<file path="src/rtl/pipeline_hazard_controller.sv">
// Stall/flush sequencer for the 5-stage MIPS pipeline: load-use detection,
// EX-resolved branch flush, and issue/write-back scheduling of the shared mult/div unit.
module pipeline_hazard_controller #(
    parameter int MULT_CYCLES = 4,
    parameter int DIV_CYCLES  = 32,
    parameter int CNT_W       = 6
) (
    input  logic       clk,
    input  logic       rst_n,
    input  logic [1:0] Id_Ex_MemRead,
    input  logic [4:0] Id_Ex_rt,
    input  logic [4:0] If_Id_rs,
    input  logic [4:0] If_Id_rt,
    input  logic       id_is_mult,
    input  logic       id_is_div,
    input  logic       id_reads_hilo,
    input  logic       ex_flush,
    output logic       PCWrite,
    output logic       If_Id_Write,
    output logic       If_Id_Flush,
    output logic       Stall,
    output logic       md_start,
    output logic       md_op,
    output logic       md_busy,
    output logic       hilo_write
);

    typedef enum logic [1:0] {
        IDLE   = 2'b00,
        MD_RUN = 2'b01,
        MD_WB  = 2'b10
    } state_t;

    localparam logic [CNT_W-1:0] MULT_LOAD = CNT_W'(MULT_CYCLES - 1);
    localparam logic [CNT_W-1:0] DIV_LOAD  = CNT_W'(DIV_CYCLES - 1);
    localparam logic [CNT_W-1:0] CNT_ZERO  = CNT_W'(0);
    localparam logic [CNT_W-1:0] CNT_ONE   = CNT_W'(1);

    state_t           state_r;
    state_t           state_nxt_s;
    logic [CNT_W-1:0] count_r;
    logic [CNT_W-1:0] count_nxt_s;

    logic load_hz_s;
    logic md_hz_s;
    logic hz_s;
    logic md_req_s;
    logic issue_s;
    logic run_done_s;

    logic md_start_r;
    logic md_op_r;
    logic hilo_write_r;

    // Register 0 is deliberately not special-cased: a load to $zero still stalls.
    assign load_hz_s  = (Id_Ex_MemRead != 2'b00) &&
                        ((Id_Ex_rt == If_Id_rs) || (Id_Ex_rt == If_Id_rt));
    assign md_hz_s    = (state_r != IDLE) && (id_is_mult || id_is_div || id_reads_hilo);
    assign hz_s       = load_hz_s || md_hz_s;
    assign md_req_s   = id_is_mult || id_is_div;
    assign issue_s    = (state_r == IDLE) && md_req_s && !hz_s && !ex_flush;
    assign run_done_s = (state_r == MD_RUN) && (count_r == CNT_ZERO);

    // State and busy-counter register.
    always_ff @(posedge clk or negedge rst_n) begin
        if (!rst_n) begin
            state_r <= IDLE;
            count_r <= CNT_ZERO;
        end else begin
            state_r <= state_nxt_s;
            count_r <= count_nxt_s;
        end
    end

    // Next-state and counter logic; divide wins when both requests are set.
    always_comb begin
        state_nxt_s = state_r;
        count_nxt_s = count_r;
        case (state_r)
            IDLE: begin
                if (issue_s) begin
                    state_nxt_s = MD_RUN;
                    count_nxt_s = id_is_div ? DIV_LOAD : MULT_LOAD;
                end else begin
                    state_nxt_s = IDLE;
                    count_nxt_s = count_r;
                end
            end
            MD_RUN: begin
                if (count_r == CNT_ZERO) begin
                    state_nxt_s = MD_WB;
                    count_nxt_s = CNT_ZERO;
                end else begin
                    state_nxt_s = MD_RUN;
                    count_nxt_s = count_r - CNT_ONE;
                end
            end
            MD_WB: begin
                state_nxt_s = IDLE;
                count_nxt_s = CNT_ZERO;
            end
            default: begin
                state_nxt_s = IDLE;
                count_nxt_s = CNT_ZERO;
            end
        endcase
    end

    // Pipeline enables; a flush squashes the wrong-path ID instruction even while hazards are present.
    always_comb begin
        PCWrite     = 1'b1;
        If_Id_Write = 1'b1;
        If_Id_Flush = 1'b0;
        Stall       = 1'b0;
        if (ex_flush) begin
            PCWrite     = 1'b1;
            If_Id_Write = 1'b1;
            If_Id_Flush = 1'b1;
            Stall       = 1'b1;
        end else if (hz_s) begin
            PCWrite     = 1'b0;
            If_Id_Write = 1'b0;
            If_Id_Flush = 1'b0;
            Stall       = 1'b1;
        end else begin
            PCWrite     = 1'b1;
            If_Id_Write = 1'b1;
            If_Id_Flush = 1'b0;
            Stall       = 1'b0;
        end
    end

    // Registered mult/div handshake: start pulse, held opcode, one-cycle HI/LO write.
    always_ff @(posedge clk or negedge rst_n) begin
        if (!rst_n) begin
            md_start_r   <= 1'b0;
            md_op_r      <= 1'b0;
            hilo_write_r <= 1'b0;
        end else begin
            md_start_r   <= issue_s;
            md_op_r      <= issue_s ? id_is_div : md_op_r;
            hilo_write_r <= run_done_s;
        end
    end

    assign md_start   = md_start_r;
    assign md_op      = md_op_r;
    assign hilo_write = hilo_write_r;
    assign md_busy    = (state_r != IDLE);

endmodule
</file>
<file path="config.mk">
export PLATFORM = sky130hd
export DESIGN_NAME = pipeline_hazard_controller
export DESIGN_NICKNAME = d
export VERILOG_FILES = /design/src/rtl/pipeline_hazard_controller.sv
export SDC_FILE = /design/constraint.sdc
export NUM_CORES = 1
export LEC_CHECK = 0
export BUFFER_PORTS_ARGS = -buffer_cell sky130_fd_sc_hd__buf_2
export CORE_UTILIZATION = 51
export CTS_CLUSTER_DIAMETER = 60
export DETAILED_ROUTE_END_ITERATION = 10
export PLACE_DENSITY = 0.83
export SYNTH_ARGS = -nofsm -noshare
export SYNTH_HDL_FRONTEND = slang
export SYNTH_SLANG_ARGS = --single-unit
export TNS_END_PERCENT = 5
</file>
<file path="constraint.sdc">
create_clock -name clk -period 2.55 [get_ports clk]
set_input_delay 0.255 -clock clk [delete_from_list [all_inputs] [get_ports clk]]
set_output_delay 0.255 -clock clk [all_outputs]
set_load 0.005 [all_outputs]
</file>
==> impl_results.md <==
* Final cycle utilization of the critical path at between 60% and 70%
* CP Capture Type: flop
* Worst Reg-to-Reg Cells at 5
* Drt drc at 0
* Initial drt markers at 19
* Post-synthesis cell type count at 35
* Placed Area at about 950 um^2
* Largest net degree at the start of global routing at 12
* Inserted Clock Buffers at 3
* Worst-margin pin slew at 0.405 ns
* Area grow syn2layout at 22.4%
* Worst hold path class: input port to flop
* Share of the synthesized area in the top cell type at about 34%
* RSZ-0062 raised after global routing: false
* # rows at 14
* PortBufs at 30
* GRT busiest layer: met2
* Vias in the first global route at around 790
* Final setup fails at 0
* Syn nets at roughly 120
* Starting Density at a little over half
* Max VDD drop at ~0.00024 V
* PwrDens at 364 nW/um^2
* Slew Viols, Final at 0
* Setup WS pre-CTS at between 0.7 and 0.8 ns
* Synth Warn # at 0
* Max_cap viols at 0
* Vias post-DR at between 800 and 900
* Minimum clock period at 1.78 ns
* Fill cells at between 100 and 150
* Post-DP HPWL at 1490 um
* EDFF count, synth at 0
* Outcome: completed
* Top FF cell, synth: dfrtp_1
* Cells after synthesis at 90
* Critical path peak fanout at 8
* H-tree depth at 1
* Vias per Instance at 5.86
* P_leak at ~0.43 nW
* Seq. cell area at ~280 um^2
* Final Hold Fails at 0
* Global Route met3 Usage at 2.61%
* Grt met1 use at about 23%
* Multi-input gate area at slightly below 500 um^2
* Nets@finish at 148
* Root Driver: clkbuf_4
* Worst hold endpoint: count_r[3]
* Post_cts resized at 0
* Setup TNS at 0 ns
* Top Ports at 31
* CP arrival at approximately 1.9 ns
* Skew final at about 0.0018 ns
* Post-route cell area at 991 um^2
* WL per Instance at 13.5 um
* Worst R2R Setup Slack at 0.77 ns
* Height of the die at ~42 um
* Initial antenna violation count at 0
* GRT met2 Usage at 44.7%
* CTS tree: built
* Hold_sp: id_is_div
* Mapped Avg Cell Area at ~9 um^2
* Antenna violation net count after detailed routing at 0
* RR Endpoint: count_r[3]
* Post-CTS setup buffers at 0
* Sink Count at 11
* Mapped Area at between 800 and 900 um^2
* Startpoint Class: flop
* Final setup margin at between 0.7 and 0.8 ns
* Post-synth ARST share at between 90% and 100%
* Final WL at about 1900 um
* F_max at between 500 and 600 MHz
* Hold depth at 3
* Worst path required time at 2.69 ns
* First-pass GRT wire length at about 3100 um
* First drt pass iteration count at 4
* Antenna diodes at 0
* Routability cong. at between 0.8 and 0.9
* Synth top area cells: dfrtp_1 (34%), xnor2_1 (12%), nor2_1 (4.2%), o21ai_0 (3.7%), ha_1 (3.1%)
* GRT Overall Usage at between 20% and 30%
* Share of layout cells above drive strength 1 at between 30% and 40%
* Relative slew slack at between 70 and 80%
* Grt total ovfl at 0
* Max clock buf depth at 2
* Core Util, Final at between 60 and 70%
* Register bit count reported by yosys at 11
* Leading area contributor after synthesis: dfrtp_1
* Die Area at roughly 1800 um^2
* Hold Slack at about 0.35 ns
* Sequential fraction of the synthesis area at roughly a third
* Horiz. Die Dim at between 40 and 50 um
* Clock transition at path regs at approximately 0.08 ns
* Worst-skew pair later-pin latency at 0.28 ns
* Core area at roughly 1500 um^2
* Setup CP Type: flop to flop
* Worst r2r src: count_r[2]
## per-layer routing
layer	share of wire (%)	vias up
met2	54	33
li1	-	384
met1	39	386
met3	4.2	6
met4	2.7	0
met5	0	-
## cells by family (layout without fill, tap and decap cells)
kind of cell	count (synthesis)	in the layout	synth area share (%)
xor+xnor	11	11	11.9
compound gates	21	21	19.9
simple gates	37	37	25.5
flops	11	11	34.0
buf+inv	8	40	5.56
fa+ha+maj	2	2	3.09
## timing repair
action | in CTS | in global routing
setup endpoints to repair | 0 | 0
endpoints found under the hold margin | 11 | 0
hold buffers | 1 | 0
## how the worst max path moves through the flow
stage	startpoint	endpoint	slack, ns	depth (start not counted)
detailed placement	count_r[2]	count_r[3]	0.78	5
global route	count_r[2]	count_r[3]	0.69	5
CTS	count_r[2]	count_r[3]	0.77	5
global placement	count_r[2]	count_r[3]	0.87	5
finish	count_r[2]	count_r[3]	0.77	5
floorplan	count_r[2]	count_r[3]	0.92	5
## worst max-delay path, cell delays in order, from the launching register on
cell and delay [ns]:
dfrtp_1 0.44, or4_4 0.58, o21ai_4 0.22, o21ai_1 0.11, o221ai_1 0.16, o311ai_1 0.13
## cell usage after synthesis, types with 2 or more instances
| cell type | instances |
|---|---|
| a221oi_1 | 2 |
| ha_1 | 2 |
| inv_1 | 5 |
| o221ai_1 | 2 |
| nor2_1 | 9 |
| nor3_1 | 5 |
| or2_2 | 2 |
| o21ai_0 | 6 |
| nand2b_1 | 3 |
| nor2b_1 | 2 |
| dfrtp_1 | 11 |
| buf_4 | 2 |
| xnor2_1 | 11 |
| nand2_1 | 5 |
| nand4_1 | 3 |
## state kept, by name (all words and copies together) (netlist names)
signal	count
count_r	6
state_r	2
hilo_write	1
md_op	1
md_start	1
## area by class of cell
cell class | count | area share [%]
sequential | 11 | 27.8
multi-input combinational | 71 | 49.4
tap | 16 | 2.02
timing repair buffer | 31 | 16.2
clock buffer | 3 | 2.27
clock inverter | 1 | 0.505
inverter | 5 | 1.89
## cells in the final DEF (no fill, tap or decap), drive strengths merged
master        n
a21o          1
a21oi         2
a221oi        2
a22oi         1
and2b         1
buf          30
clkbuf        3
clkinv        1
dfrtp        11
dlygate4sd3   1
ha            2
inv           5
nand2         5
nand2b        3
nand3         1
nand4         3
nor2         10
nor2b         2
nor3          5
o21ai         8
o21bai        1
o221ai        2
o22ai         1
o311ai        1
o31a          1
o41ai         1
or2           3
or3           1
or3b          1
or4           2
xnor2        11
## power by group
group / total [W] / switching [W] / leakage [nW] / internal [W]
Combinational: 0.0000605 / 0.0000296 / 0.277 / 0.0000309
Clock: 0.000126 / 0.0000674 / 0.0177 / 0.0000582
Sequential: 0.000174 / 0 / 0.134 / 0.000174
## through the flow
step / cells / total power (W)
after global routing: 138 / 0.000375
after detailed placement: 133 / 0.000238
after floorplan: 90 / 0.000207
after CTS: 138 / 0.000363
after global placement: 133 / 0.000235
final: 138 / 0.000360
(Power assumes the default switching activity.)
